## config.mk

```make
export PLATFORM = sky130hd
export DESIGN_NAME = im_loader
export DESIGN_NICKNAME = d
export VERILOG_FILES = /design/src/rtl/im_loader.sv
export SDC_FILE = /design/constraint.sdc
export NUM_CORES = 1
export LEC_CHECK = 0
export CAP_MARGIN = 10
export CORE_MARGIN = 5
export CORE_UTILIZATION = 25
export DETAILED_ROUTE_END_ITERATION = 12
export REMOVE_ABC_BUFFERS = 1
export SLEW_MARGIN = 20
export SYNTH_ARGS = -nofsm -noshare
export SYNTH_HDL_FRONTEND = slang
export SYNTH_SLANG_ARGS = --single-unit
```

## constraint.sdc

```tcl
create_clock -name CLK -period 2.5 [get_ports CLK]
set_clock_uncertainty 0.1 [all_clocks]
set_input_delay 0.625 -clock CLK [delete_from_list [all_inputs] [get_ports CLK]]
set_output_delay 0.625 -clock CLK [all_outputs]
set_load 0.1 [all_outputs]
```

## src/rtl/im_loader.sv

```systemverilog
// im_loader: host byte-stream loader for the instruction memory.
// Assembles big-endian 32-bit words and writes them at incrementing addresses.
module im_loader #(
    parameter int IMEM_SIZE = 128
) (
    input  logic        CLK,
    input  logic        RST,
    input  logic        START,
    input  logic [7:0]  RX_DATA,
    input  logic        RX_VALID,
    output logic        RX_READY,
    output logic        WE,
    output logic [31:0] W_Addr,
    output logic [31:0] W_Ins,
    output logic        LOADING,
    output logic        DONE,
    output logic        ERR,
    output logic [15:0] WCOUNT
);

    localparam logic [15:0] MAX_N = 16'(IMEM_SIZE);

    typedef enum logic [2:0] {
        S_IDLE,
        S_LEN_HI,
        S_LEN_LO,
        S_DATA,
        S_WRITE,
        S_DONE,
        S_ERR
    } state_t;

    state_t      state;
    state_t      state_n;
    logic [15:0] len_q;
    logic [15:0] idx_q;
    logic [1:0]  byte_q;
    logic [23:0] shift_q;

    logic        xfer;
    logic [15:0] len_rx;
    logic [15:0] idx_inc;

    assign xfer    = RX_VALID & RX_READY;
    assign len_rx  = {len_q[15:8], RX_DATA};
    assign idx_inc = idx_q + 16'd1;

    // State register; reset abandons any session in flight.
    always_ff @(posedge CLK or negedge RST) begin
        if (!RST) begin
            state <= S_IDLE;
        end else begin
            state <= state_n;
        end
    end

    // Next-state decode driven by START and accepted bytes.
    always_comb begin
        state_n = state;
        unique case (state)
            S_IDLE, S_DONE, S_ERR: begin
                if (START) begin
                    state_n = S_LEN_HI;
                end
            end
            S_LEN_HI: begin
                if (xfer) begin
                    state_n = S_LEN_LO;
                end
            end
            S_LEN_LO: begin
                if (xfer) begin
                    if (len_rx == 16'd0) begin
                        state_n = S_DONE;
                    end else if (len_rx > MAX_N) begin
                        state_n = S_ERR;
                    end else begin
                        state_n = S_DATA;
                    end
                end
            end
            S_DATA: begin
                if (xfer && byte_q == 2'd3) begin
                    state_n = S_WRITE;
                end
            end
            S_WRITE: begin
                if (idx_inc == len_q) begin
                    state_n = S_DONE;
                end else begin
                    state_n = S_DATA;
                end
            end
            default: state_n = S_IDLE;
        endcase
    end

    // Status outputs registered from the next state so they track it exactly.
    always_ff @(posedge CLK or negedge RST) begin
        if (!RST) begin
            RX_READY <= 1'b0;
            WE       <= 1'b0;
            LOADING  <= 1'b0;
            DONE     <= 1'b0;
            ERR      <= 1'b0;
        end else begin
            RX_READY <= (state_n == S_LEN_HI) ||
                        (state_n == S_LEN_LO) ||
                        (state_n == S_DATA);
            WE       <= (state_n == S_WRITE);
            LOADING  <= (state_n == S_LEN_HI) ||
                        (state_n == S_LEN_LO) ||
                        (state_n == S_DATA)   ||
                        (state_n == S_WRITE);
            DONE     <= (state_n == S_DONE);
            ERR      <= (state_n == S_ERR);
        end
    end

    // Length capture, byte assembly and write-port registers.
    always_ff @(posedge CLK or negedge RST) begin
        if (!RST) begin
            len_q   <= 16'd0;
            idx_q   <= 16'd0;
            byte_q  <= 2'd0;
            shift_q <= 24'd0;
            W_Addr  <= 32'd0;
            W_Ins   <= 32'd0;
            WCOUNT  <= 16'd0;
        end else begin
            unique case (state)
                S_IDLE, S_DONE, S_ERR: begin
                    if (START) begin
                        len_q   <= 16'd0;
                        idx_q   <= 16'd0;
                        byte_q  <= 2'd0;
                        shift_q <= 24'd0;
                        WCOUNT  <= 16'd0;
                    end
                end
                S_LEN_HI: begin
                    if (xfer) begin
                        len_q[15:8] <= RX_DATA;
                    end
                end
                S_LEN_LO: begin
                    if (xfer) begin
                        len_q[7:0] <= RX_DATA;
                        idx_q      <= 16'd0;
                        byte_q     <= 2'd0;
                    end
                end
                S_DATA: begin
                    if (xfer) begin
                        shift_q <= {shift_q[15:0], RX_DATA};
                        byte_q  <= byte_q + 2'd1;
                        // Word registers change only here, so they hold
                        // their last value whenever WE is low.
                        if (byte_q == 2'd3) begin
                            W_Ins  <= {shift_q, RX_DATA};
                            W_Addr <= {14'd0, idx_q, 2'b00};
                        end
                    end
                end
                S_WRITE: begin
                    idx_q  <= idx_inc;
                    WCOUNT <= WCOUNT + 16'd1;
                    byte_q <= 2'd0;
                end
                default: ;
            endcase
        end
    end

endmodule

```

==> flow_summary.yaml, run 1 <==
floorplan:
  core_area_sq_um: 25000
  die_area_sq_um: 28400
  fp.dieW_um: 169
  num_rows: 58
  start_util_pct: 25.2
  io_pins: 97
  die_y_um: 169
clocking:
  holdBufCountCts: 0
  htreeDepth: 4
  clk_latency_ps: 420
  cts_tree: "done"
  cts.path.max_buffers: 2
  root_buffer: "clkbuf_16"
  path_clk_slew_ps: 60
  numClockSinks: 130
  numCtsBuffers: 17
  postCtsSetupBuffers: 0
critical_path:
  r2r_cells: 7
  critPathTopFamily: "simple AND/OR/NAND/NOR gates"
  start_kind: "primary input"
  crit_type: "in2reg"
  r2r-start: "len_q[12]"
  path_buf_inv: 2
  critPathRequiredTime_ps: 2700
  crit_chain: "clkdlybuf4s50_1 -> nor3_2 -> a21oi_2 -> or3b_2 -> a221oi_4 -> inv_1 -> o211a_1"
  cp_slowest_cell: "clkdlybuf4s50_1"
  max_stage_delay_ps: 480
  rrSetupSlack_ps: 150
  crit_fanout: 4
  end_kind: "register"
  critical_path_arrival_ps: 2590
  worst_r2r_endpoint: "DONE"
global_route:
  grt_max_degree: 54
  antenna_found_initial: 0
  track_usage_pct: 12.2
  grt_pass1_vias: 5250
  grt_pass1_wl_um: 27900
  grt_overflow: 0
synth:
  synth_largest_area_cell: "dfrtp_1"
  ys.flop_type: "dfrtp_1"
  async_flop_share_pct: 100
  syn_area_per_cell_sq_um: 8.67
  synthTopCellsByCount: "nand2_1 (253), dfrtp_1 (130), o21ai_0 (84)"
  synth.most_common_cell: "nand2_1"
  synth_edf_count: 0
  synth_seq_area_share_pct: 51.8
  synth_top_area_share_pct: 51.8
  synth_area_sq_um: 6280
  yosys-top-cells-area: "dfrtp_1 (52%), nand2_1 (15%), o21ai_0 (6.7%)"
  synth-seq-cells: 130
  yosysWarnings: 0
  synth.distinct_cells: 59
  syn_inst: 725
pwr:
  powerDensity_nw_per_um2: 981
  p_leak_nw: 4.01
  vdd_ir_drop_max_v: 0.000417
layout:
  area_growth_pct: 31.8
  multiInputGateArea_sq_um: 2810
  nets: 855
  layout-drive-gt1-share_pct: 21.2
  fin_area_sq_um: 8280
  regArea_sq_um: 3250
  final_util_pct: 33.2
  fillers: 2612
place:
  dp_slack_ps: -674
  dpl_cell_area_sq_um: 7570
  hpwl_um: 11900
  globalplace.congestion: 0.850
  io_buffers: 80
route:
  num_vias: 5310
  viasPerCell: 4.49
  route.final.wire_length_um: 17200
  wl_per_cell_um: 14.5
  antenna_left: 0
  drc: 0
  dr.pass1.iters: 4
  drt_iter0_drc: 475
timing:
  fin_ws_ps: 108
  setup_tns_ps: 0
  tightest_slew_ps: 682
  period_share_pct: 95.7
  finalHoldViolCount: 0
  slew_headroom_pct: 54.4
  setup_violations: 0
  slew_viol_final: 0
  fmax_mhz: 418
  rsz0062_at_grt: "no"
  hold_slack_ps: 57.8
  min_period_ps: 2390
outcome:
  status: "finished clean"
worst_hold_path:
  hp-class: "in2async"
flow_run:
  maxCapViolCount: 0
[kinds of logic after synthesis]
family / after synthesis / share of synthesized area, %
and+or+nand+nor: 363 / 25.4
AOI/OAI and AO/OA: 136 / 12.8
DFF: 130 / 51.8
buffers and inverters: 67 / 5.49
xor gates and xnor gates: 19 / 2.89
muxes: 6 / 0.995
adders and majority gates: 3 / 0.597
other: 1 / 0.0597
[registers in the layout, summed over array words and instances, names as in the netlist]
register,cells
W_Ins,32
shift_q,24
WCOUNT,16
W_Addr,16
idx_q,16
len_q,16
state,3
byte_q,2
DONE,1
ERR,1
LOADING,1
RX_READY,1
WE,1
[routing by layer]
layer  track usage (%)  part of all wire, %  vias to the layer above
met1              16.4                   46                     2510
li1                  -                    -                     2644
met3              3.99                  7.0                       25
met5                 0                    0                        -
met4              4.13                  1.9                        0
met2              18.8                   45                      131
[cell type report]
cell class                      instances  share of cell area [%]
Clock inverter                         11                    2.12
Timing Repair Buffer                  141                    13.7
Multi-Input combinational cell        543                    33.9
Inverter                                7                   0.317
Clock buffer                           20                    5.64
Tap cell                              330                    4.99
Antenna cell                            1                  0.0302
Sequential cell                       130                    39.3
[repair_timing]
action	4_1_cts	5_1_grt
setup endpoints to repair	5	5
pin swaps	0	3
gates resized for setup	3	11
[worst max path at each step]
stage	slack, ps	end	cells after the start	start
after global routing	4	state[1]	7	idx_q[0]
after floorplan	-1510	LOADING	7	state[0]
final	110	DONE	7	RX_DATA[0]
after CTS	30	DONE	7	RX_DATA[3]
after global placement	-680	DONE	7	RX_DATA[3]
after detailed placement	-670	DONE	7	RX_DATA[3]
[power breakdown]
group          internal (W)  switching (W)  total [W]  leakage [nW]
Sequential          0.00239       0.000240    0.00263          1.79
Combinational      0.000887        0.00189    0.00278          1.91
Clock               0.00175       0.000969    0.00272         0.309
Total               0.00503        0.00310    0.00813          4.01
[metrics by stage]
step | total power, W | std cells
3_5_place_dp | 0.00541 | 1151
6_report | 0.00813 | 1183
3_3_place_gp | 0.00537 | 1151
2_1_floorplan | 0.00437 | 680
5_1_grt | 0.00860 | 1182
4_1_cts | 0.00820 | 1182
[placed cells by master, fill, tap and decap left out, types with 8 or more instances in the layout]
master / netlist / final
conb_1: 1 / 16
clkbuf_16: 0 / 17
a21oi_1: 15 / 14
xor2_1: 10 / 10
o31ai_1: 9 / 9
dfrtp_1: 130 / 129
xnor2_1: 8 / 8
nor2b_1: 8 / 8
nand4_1: 14 / 14
nand2_1: 253 / 253
nand3_1: 23 / 22
nor2_1: 20 / 20
o21ai_0: 84 / 84
buf_4: 17 / 127
[worst register-to-register path: stages (launching register included)]
cell and delay, ps:
dfrtp_1 410, nor4_1 380, buf_4 190, nand2_1 40, or3b_2 490, a221oi_4 330, inv_1 70, o211a_1 230
Note: power is estimated with default switching activity, not from simulation.
==> inputs of run 2 (changes only) <==
--- a/config.mk
+++ b/config.mk
@@ -7,8 +7,9 @@
 export LEC_CHECK = 0
 export CAP_MARGIN = 10
 export CORE_MARGIN = 5
-export CORE_UTILIZATION = 25
+export CORE_UTILIZATION = 49
 export DETAILED_ROUTE_END_ITERATION = 12
+export PLACE_DENSITY = 0.77
 export REMOVE_ABC_BUFFERS = 1
 export SLEW_MARGIN = 20
 export SYNTH_ARGS = -nofsm -noshare
==> flow_summary.yaml, run 2 (synthesis results as in run 1) <==
route:
  dr.pass1.iters: 5
  route.final.wire_length_um: 15600
  met1_length_um: 6880
  num_vias: 5365
  highest_layer: "met4"
  viasPerCell: 5.29
  wl_per_cell_um: 15.4
  antenna_left: 0
  drt_iter0_drc: 329
  wl_met3_um: 764
  dr_wl_met2_um: 7750
  drc: 0
timing:
  finalHoldViolCount: 0
  tightest_slew_ps: 672
  period_share_pct: 97.5
  min_period_ps: 2440
  setup_violations: 0
  fin_ws_ps: 63.5
  slew_viol_final: 0
  slew_headroom_pct: 55.0
  fmax_mhz: 410
  setup_tns_ps: 0
critical_path:
  critical_path_arrival_ps: 2650
  end_kind: "register"
  critPathRequiredTime_ps: 2710
  start_kind: "primary input"
  crit_fanout: 3
  crit_type: "in2reg"
  r2r_cells: 7
pwr:
  powerDensity_nw_per_um2: 987
  p_leak_nw: 3.95
  vdd_ir_drop_max_v: 0.000508
  finalPower_w: 0.00786
outcome:
  status: "finished clean"
clocking:
  htreeDepth: 4
  cts_tree: "done"
  cts.path.max_buffers: 2
  clk_latency_ps: 430
  path_clk_slew_ps: 60
  numCtsBuffers: 17
  root_buffer: "clkbuf_16"
  numClockSinks: 130
floorplan:
  start_util_pct: 49.8
  io_pins: 97
  die_y_um: 123
  core_area_sq_um: 12600
  fp.dieW_um: 123
  die_area_sq_um: 15200
  num_rows: 41
layout:
  layout-drive-gt1-share_pct: 20.0
  area_growth_pct: 26.7
  largest_reg_flops: 32
  reg_top3: "W_Ins (32), shift_q (24)"
  diodes: 0
  final_common_cell: "nand2_1"
  nets: 845
  final_cell_mix: "nand2_1 (253), dfrtp_1 (130), buf_4 (117), o21ai_0 (84), nand3_1 (22)"
  regMostFlops: "W_Ins"
global_route:
  grt_overflow: 0
  antenna_found_initial: 0
  grt_max_degree: 50
  grt_pass1_vias: 5284
  track_usage_pct: 22.0
  grt_pass1_wl_um: 26200
worst_hold_path:
  hp-class: "in2async"
place:
  globalplace.congestion: 0.899
  hpwl_um: 10800
  dp_slack_ps: -658
  io_buffers: 80
flow_run:
  maxCapViolCount: 0
==> run 2: cell type report <==
cell class | count | area (sq um)
clock buffer | 22 | 474
clock inverter | 10 | 131
fill | 1095 | 4650
inverter | 7 | 26.3
multi-input combinational | 543 | 2800
sequential | 130 | 3250
tap | 172 | 215
timing repair buffer | 131 | 1060
==> run 2: metrics by stage <==
step	cell area (sq um)	hold WS [ps]	util (%)	std cells
floorplan	6020	229	-	680
global placement	7300	350	57.8	982
detailed placement	7300	363	57.8	982
CTS	7930	107	62.8	1014
global route	7970	141	63.1	1015
finish	7970	94.6	63.1	1015
==> run 2: path summary, 6_finish.rpt <==
check / slack [ps] / start / end
setup / recovery: 60 / RX_DATA[5] / DONE
max in group asynchronous: 1510 / RST / WCOUNT[4]
hold reg to reg: 370 / W_Addr[15] / W_Addr[15]
hold / removal: 90 / RST / W_Ins[14]
setup reg to reg: 120 / idx_q[1] / LOADING
min in group CLK: 370 / W_Addr[15] / W_Addr[15]
==> run 2: layer usage <==
| metal | track usage, % | up-vias |
|---|---|---|
| met5 | 0 | - |
| met4 | 7.61 | 0 |
| met3 | 4.62 | 18 |
| met2 | 35.1 | 147 |
| met1 | 30.0 | 2579 |
| li1 | - | 2621 |
==> run 2: power by group <==
| part | internal [W] | switching [W] |
|---|---|---|
| Combinational | 0.000842 | 0.00179 |
| Clock | 0.00164 | 0.000909 |
| Sequential | 0.00239 | 0.000290 |
==> run 2: worst max-delay path, cell delays in order <==
cell	delay, ps
clkdlybuf4s50_1	480
nor4_4	370
a21oi_2	100
or3b_2	490
a221oi_4	290
inv_1	70
o211a_1	220
==> run 2: timing repair <==
action,4_1_cts,5_1_grt
hold buffers,0,0
setup endpoints to repair,5,7
resized for setup,3,8
setup buffers,0,1
pin swaps,0,2
gates cloned,0,0
==> inputs of run 3 (changes only) <==
--- a/config.mk
+++ b/config.mk
@@ -5,11 +5,12 @@
 export SDC_FILE = /design/constraint.sdc
 export NUM_CORES = 1
 export LEC_CHECK = 0
+export ABC_AREA = 1
 export CAP_MARGIN = 10
 export CORE_MARGIN = 5
-export CORE_UTILIZATION = 49
+export CORE_UTILIZATION = 54
 export DETAILED_ROUTE_END_ITERATION = 12
-export PLACE_DENSITY = 0.77
+export PLACE_DENSITY = 0.8
 export REMOVE_ABC_BUFFERS = 1
 export SLEW_MARGIN = 20
 export SYNTH_ARGS = -nofsm -noshare
==> constraint.sdc (replaced) <==
create_clock -name CLK -period 2.46 [get_ports CLK]
set_clock_uncertainty 0.1 [all_clocks]
set_input_delay 0.615 -clock CLK [delete_from_list [all_inputs] [get_ports CLK]]
set_output_delay 0.615 -clock CLK [all_outputs]
set_load 0.1 [all_outputs]
==> flow_summary.yaml, run 3 <==
pwr:
  powerDensity_nw_per_um2: 938
  p_leak_nw: 3.76
  finalPower_w: 0.00724
  vdd_ir_drop_max_v: 0.000703
floorplan:
  core_area_sq_um: 11400
  die_y_um: 118
  fp.dieW_um: 118
  start_util_pct: 55.0
  die_area_sq_um: 13800
  io_pins: 97
  num_rows: 39
place:
  dp_slack_ps: 64.0
  hpwl_um: 10800
  io_buffers: 80
  globalplace.congestion: 0.921
global_route:
  grt_overflow: 0
  grt_max_degree: 83
  track_usage_pct: 22.4
  antenna_found_initial: 0
  grt_pass1_wl_um: 25700
  grt_pass1_vias: 5293
clocking:
  htreeDepth: 4
  cts.path.max_buffers: 2
  holdBufCountCts: 0
  cts_tree: "done"
  path_clk_slew_ps: 60
  root_buffer: "clkbuf_16"
  clk_latency_ps: 420
  numCtsBuffers: 17
  numClockSinks: 130
layout:
  final_util_pct: 67.9
  reg_top3: "W_Ins (32), shift_q (24)"
  regMostFlops: "W_Ins"
  nets: 884
  area_growth_pct: 23.4
  layout-drive-gt1-share_pct: 17.1
  final_cell_mix: "nand2_1 (178), dfrtp_1 (130), inv_1 (96), o21ai_0 (95)"
  diodes: 0
  final_common_cell: "nand2_1"
  largest_reg_flops: 32
worst_hold_path:
  hp-class: "in2async"
synth:
  synth_seq_area_share_pct: 52.0
  synthTopCellsByCount: "nand2_1 (179), dfrtp_1 (130), o21ai_0 (97)"
  syn_inst: 770
  yosysWarnings: 0
  ys.flop_type: "dfrtp_1"
  async_flop_share_pct: 100
  synth_edf_count: 0
  synth-seq-cells: 130
  synth.distinct_cells: 35
  synth_area_sq_um: 6250
  syn_area_per_cell_sq_um: 8.12
  synth.most_common_cell: "nand2_1"
  yosys-top-cells-area: "dfrtp_1 (52%), nand2_1 (11%), o21ai_0 (7.8%)"
  synth_largest_area_cell: "dfrtp_1"
  synth_top_area_share_pct: 52.0
critical_path:
  r2r-start: "idx_q[1]"
  cp_slowest_cell: "dfrtp_1"
  critPathTopFamily: "simple AND/OR/NAND/NOR gates"
  worst_path_most_repeated_cell: "nand2_1"
  max_stage_delay_ps: 410
  path_buf_inv: 3
  r2r_cells: 16
  end_kind: "register"
  rrSetupSlack_ps: 170
  critical_path_arrival_ps: 2490
  crit_type: "reg2reg"
  critPathRequiredTime_ps: 2660
  worst_r2r_endpoint: "LOADING"
  crit_chain: "buf_4 -> nand2_1 -> nor2_4 -> nand2_1 -> nand3_1 -> inv_1 -> nor2_1 -> nand2_1 -> inv_1 -> nand2_1 -> nor2_1 -> nand3_1 -> nor2_1 -> nor2_1 -> nand2_1 -> nand2_1"
  start_kind: "register"
  crit_fanout: 6
  worst-path-stages: 16
timing:
  fin_ws_ps: 173
  slew_headroom_pct: 59.7
  slew_viol_final: 0
  hold_slack_ps: 90.9
  setup_tns_ps: 0
  tightest_slew_ps: 604
  fmax_mhz: 437
  setup_violations: 0
  finalHoldViolCount: 0
  min_period_ps: 2290
  period_share_pct: 93.0
route:
  route.final.wire_length_um: 15300
  drt_iter0_drc: 417
  drc: 0
  wl_per_cell_um: 14.9
  dr.pass1.iters: 5
  viasPerCell: 5.37
  num_vias: 5500
  antenna_left: 0
outcome:
  status: "finished clean"
flow_run:
  maxCapViolCount: 0
[run 3: cell types whose count changed after synthesis, moves of 10 or more]
cell	delta
xor2_1	-10
inv_1	+89
o21ai_0	+13
nor2_1	+28
nand3_1	+68
o21ai_1	+11
clkbuf_1	-12
nand2_1	-74
[run 3: timing repair]
item | in CTS | in global routing
setup buffers | 0 | 3
setup endpoints to repair | 0 | 5
resized for setup | 0 | 10
[run 3: metal layers]
metal  routed length [um]  up-vias  share of wire [%]  global-route usage, %
met1                 6700     2582                 44                   30.6
met4                  347        0                2.3                   8.39
li1                     -     2689                  -                      -
met3                 1020       33                6.7                   5.00
met5                    0        -                  0                      0
met2                 7230      196                 47                   35.3
[run 3: stage by stage]
| step | instance area, sq um | std cells |
|---|---|---|
| after floorplan | 6090 | 746 |
| after global placement | 7100 | 990 |
| after CTS | 7660 | 1022 |
| after detailed placement | 7100 | 990 |
| after global routing | 7720 | 1025 |
| final | 7720 | 1025 |
[run 3: layout make-up]
class | instances | area (sq um)
sequential | 130 | 3250
tap | 143 | 179
fill | 934 | 3650
clock buffer | 23 | 458
clock inverter | 9 | 108
inverter | 104 | 390
multi-input combinational | 512 | 2480
timing repair buffer | 104 | 856
[run 3: logic make-up (layout without fill, tap and decap cells)]
kind of cell	Yosys count	after routing	share of synthesized area, %
adders and majority gates	3	3	0.600
muxes	2	2	0.320
DFF	130	130	52.0
and+or+nand+nor	348	348	24.5
other	1	16	0.0600
buffers and inverters	143	240	9.84
AOI/OAI and AO/OA	141	141	12.2
xor gates and xnor gates	2	2	0.500
[run 3: worst max-delay path by stage]
stage                     from       to
CTS                   idx_q[1]  LOADING
finish                idx_q[1]  LOADING
global placement    RX_DATA[6]      ERR
detailed placement  RX_DATA[4]      ERR
floorplan             RX_READY      ERR
global route          idx_q[1]  LOADING
[run 3: where the power goes]
group | leakage, nW | internal (W) | switching, W
clock | 0.259 | 0.00151 | 0.000909
sequential | 1.79 | 0.00238 | 0.000169
combinational | 1.71 | 0.000613 | 0.00167
total | 3.76 | 0.00450 | 0.00274
==> RTL edit: new RTL, flow settings as in run 1 <==
Put one more register stage on the output `WCOUNT`, cleared by the reset. The value now appears one clock later. The other outputs are not delayed to match.
--- a/src/rtl/im_loader.sv
+++ b/src/rtl/im_loader.sv
@@ -29,6 +29,8 @@
         S_DONE,
         S_ERR
     } state_t;
+
+    logic [15:0] WCOUNT_s0;
 
     state_t      state;
     state_t      state_n;
@@ -126,7 +128,7 @@
             shift_q <= 24'd0;
             W_Addr  <= 32'd0;
             W_Ins   <= 32'd0;
-            WCOUNT  <= 16'd0;
+            WCOUNT_s0 <= 16'd0;
         end else begin
             unique case (state)
                 S_IDLE, S_DONE, S_ERR: begin
@@ -135,7 +137,7 @@
                         idx_q   <= 16'd0;
                         byte_q  <= 2'd0;
                         shift_q <= 24'd0;
-                        WCOUNT  <= 16'd0;
+                        WCOUNT_s0 <= 16'd0;
                     end
                 end
                 S_LEN_HI: begin
@@ -164,7 +166,7 @@
                 end
                 S_WRITE: begin
                     idx_q  <= idx_inc;
-                    WCOUNT <= WCOUNT + 16'd1;
+                    WCOUNT_s0 <= WCOUNT_s0 + 16'd1;
                     byte_q <= 2'd0;
                 end
                 default: ;
@@ -172,5 +174,13 @@
         end
     end
 
+    always_ff @(posedge CLK or negedge RST) begin
+        if (!RST) begin
+            WCOUNT <= '0;
+        end else begin
+            WCOUNT <= WCOUNT_s0;
+        end
+    end
+
 endmodule
 
Formal check against the unedited RTL: not equivalent (Yosys sat finds a counterexample within 10 cycles, from zero or initial values and one cycle with RST low).
==> RTL edit against run 1 <==
Clock power rose by 2%; total power rose by 31%; first-iteration DRC count fell by 15%; largest cell class unchanged; area after synthesis rose by 5.0%; sequential cell count rose by 16; sequential share of layout area rose by 3.4 points; design area rose by 3.3%; worst setup slack improved by 0.054 ns; die area rose by 4.7%; wire length fell by 0.48%; combinational power rose by 60%; critical endpoint is now state[1]; count of clock-buffer cells in the layout fell by 2; via count fell by 1.1%.
==> RTL edit: results (changes against run 1) <==
| Metric | Value |
|---|---|
| Status | `finished, final reports clean` |
| Total Power | `0.0106 W (+31%)` |
| Met3 Use GR | `3.20% (-0.79 points)` |
| Final #Nets | `806 (-5.7%)` |
| Ant diodes | `0 (-1)` |
| Commonest cells post-synth | `nand2_1 (178), dfrtp_1 (146), o21ai_0 (44)` |
| Static Leak | `4.06 nW (+1.4%)` |
| Complex-gate fraction of the synthesized area | `12.6% (-0.25 points)` |
| First-pass GRT wire length | `28,000 um (+0.22%)` |
| Sink Count | `146 (+12%)` |
| Met2 Resource Use GR | `18.4% (-0.33 points)` |
| Largest net degree at the start of global routing | `55 (+1.9%)` |
| Met2 WL | `8030 um (+3.1%)` |
| Reg area | `3650 um^2 (+12%)` |
| P_seq | `0.00338 W (+29%)` |
| Vias in the first global route | `5,128 (-2.3%)` |
| Routed vias | `5,252 (-1.1%)` |
| Multi-In Gates | `487 (-10%)` |
| Max FO, Critical Path | `10 (+6)` |
| Mapped Area | `6600 um^2 (+5.0%)` |
| Worst vdd ir | `0.682 mV (+64%)` |
| Post-synthesis mux area share | `4.25% (+3.3 points)` |
| CP arrival | `2.53 ns (-0.06 ns)` |
| DR WL met3 | `971 um (-20%)` |
| Vias per inst | `4.61 (+2.7%)` |
| Psw | `0.00480 W (+55%)` |
| RePlAce Congestion | `0.826 (-2.8%)` |
| DRT Pass-1 Iters | `5 (+1)` |
| Main area contributors after synthesis | `dfrtp_1 (55%), nand2_1 (10%), mux2_1 (4.1%), o21ai_0 (3.3%), o21ai_1 (2.9%)` |
==> RTL edit: cell count changes after synthesis, sizes merged, moves of 5 or more <==
cell / delta
and3: +5
xnor2: +6
o211ai: +6
nand2: -74
xor2: -5
dfrtp: +16
mux2: +22
nor2: +7
nor2b: -7
clkbuf: -11
nand3: -10
==> RTL edit: what timing repair did <==
item,in CTS,in global routing
setup endpoints to repair,1,5
endpoints found under the hold margin,0,0
gates resized for setup,1,2
pin swaps,0,1
==> RTL edit: path summary, 6_finish.rpt <==
check                               from    endpoint  slack, ns  depth (start not counted)
min in group CLK           WCOUNT_s0[15]  WCOUNT[15]       0.33                          0
setup / recovery                idx_q[5]    state[1]       0.16                          7
hold / removal                       RST   WCOUNT[1]       0.03                          1
hold reg to reg            WCOUNT_s0[15]  WCOUNT[15]       0.33                          0
setup reg to reg                idx_q[5]    state[1]       0.16                          7
max in group asynchronous            RST   len_q[15]       1.62                          2
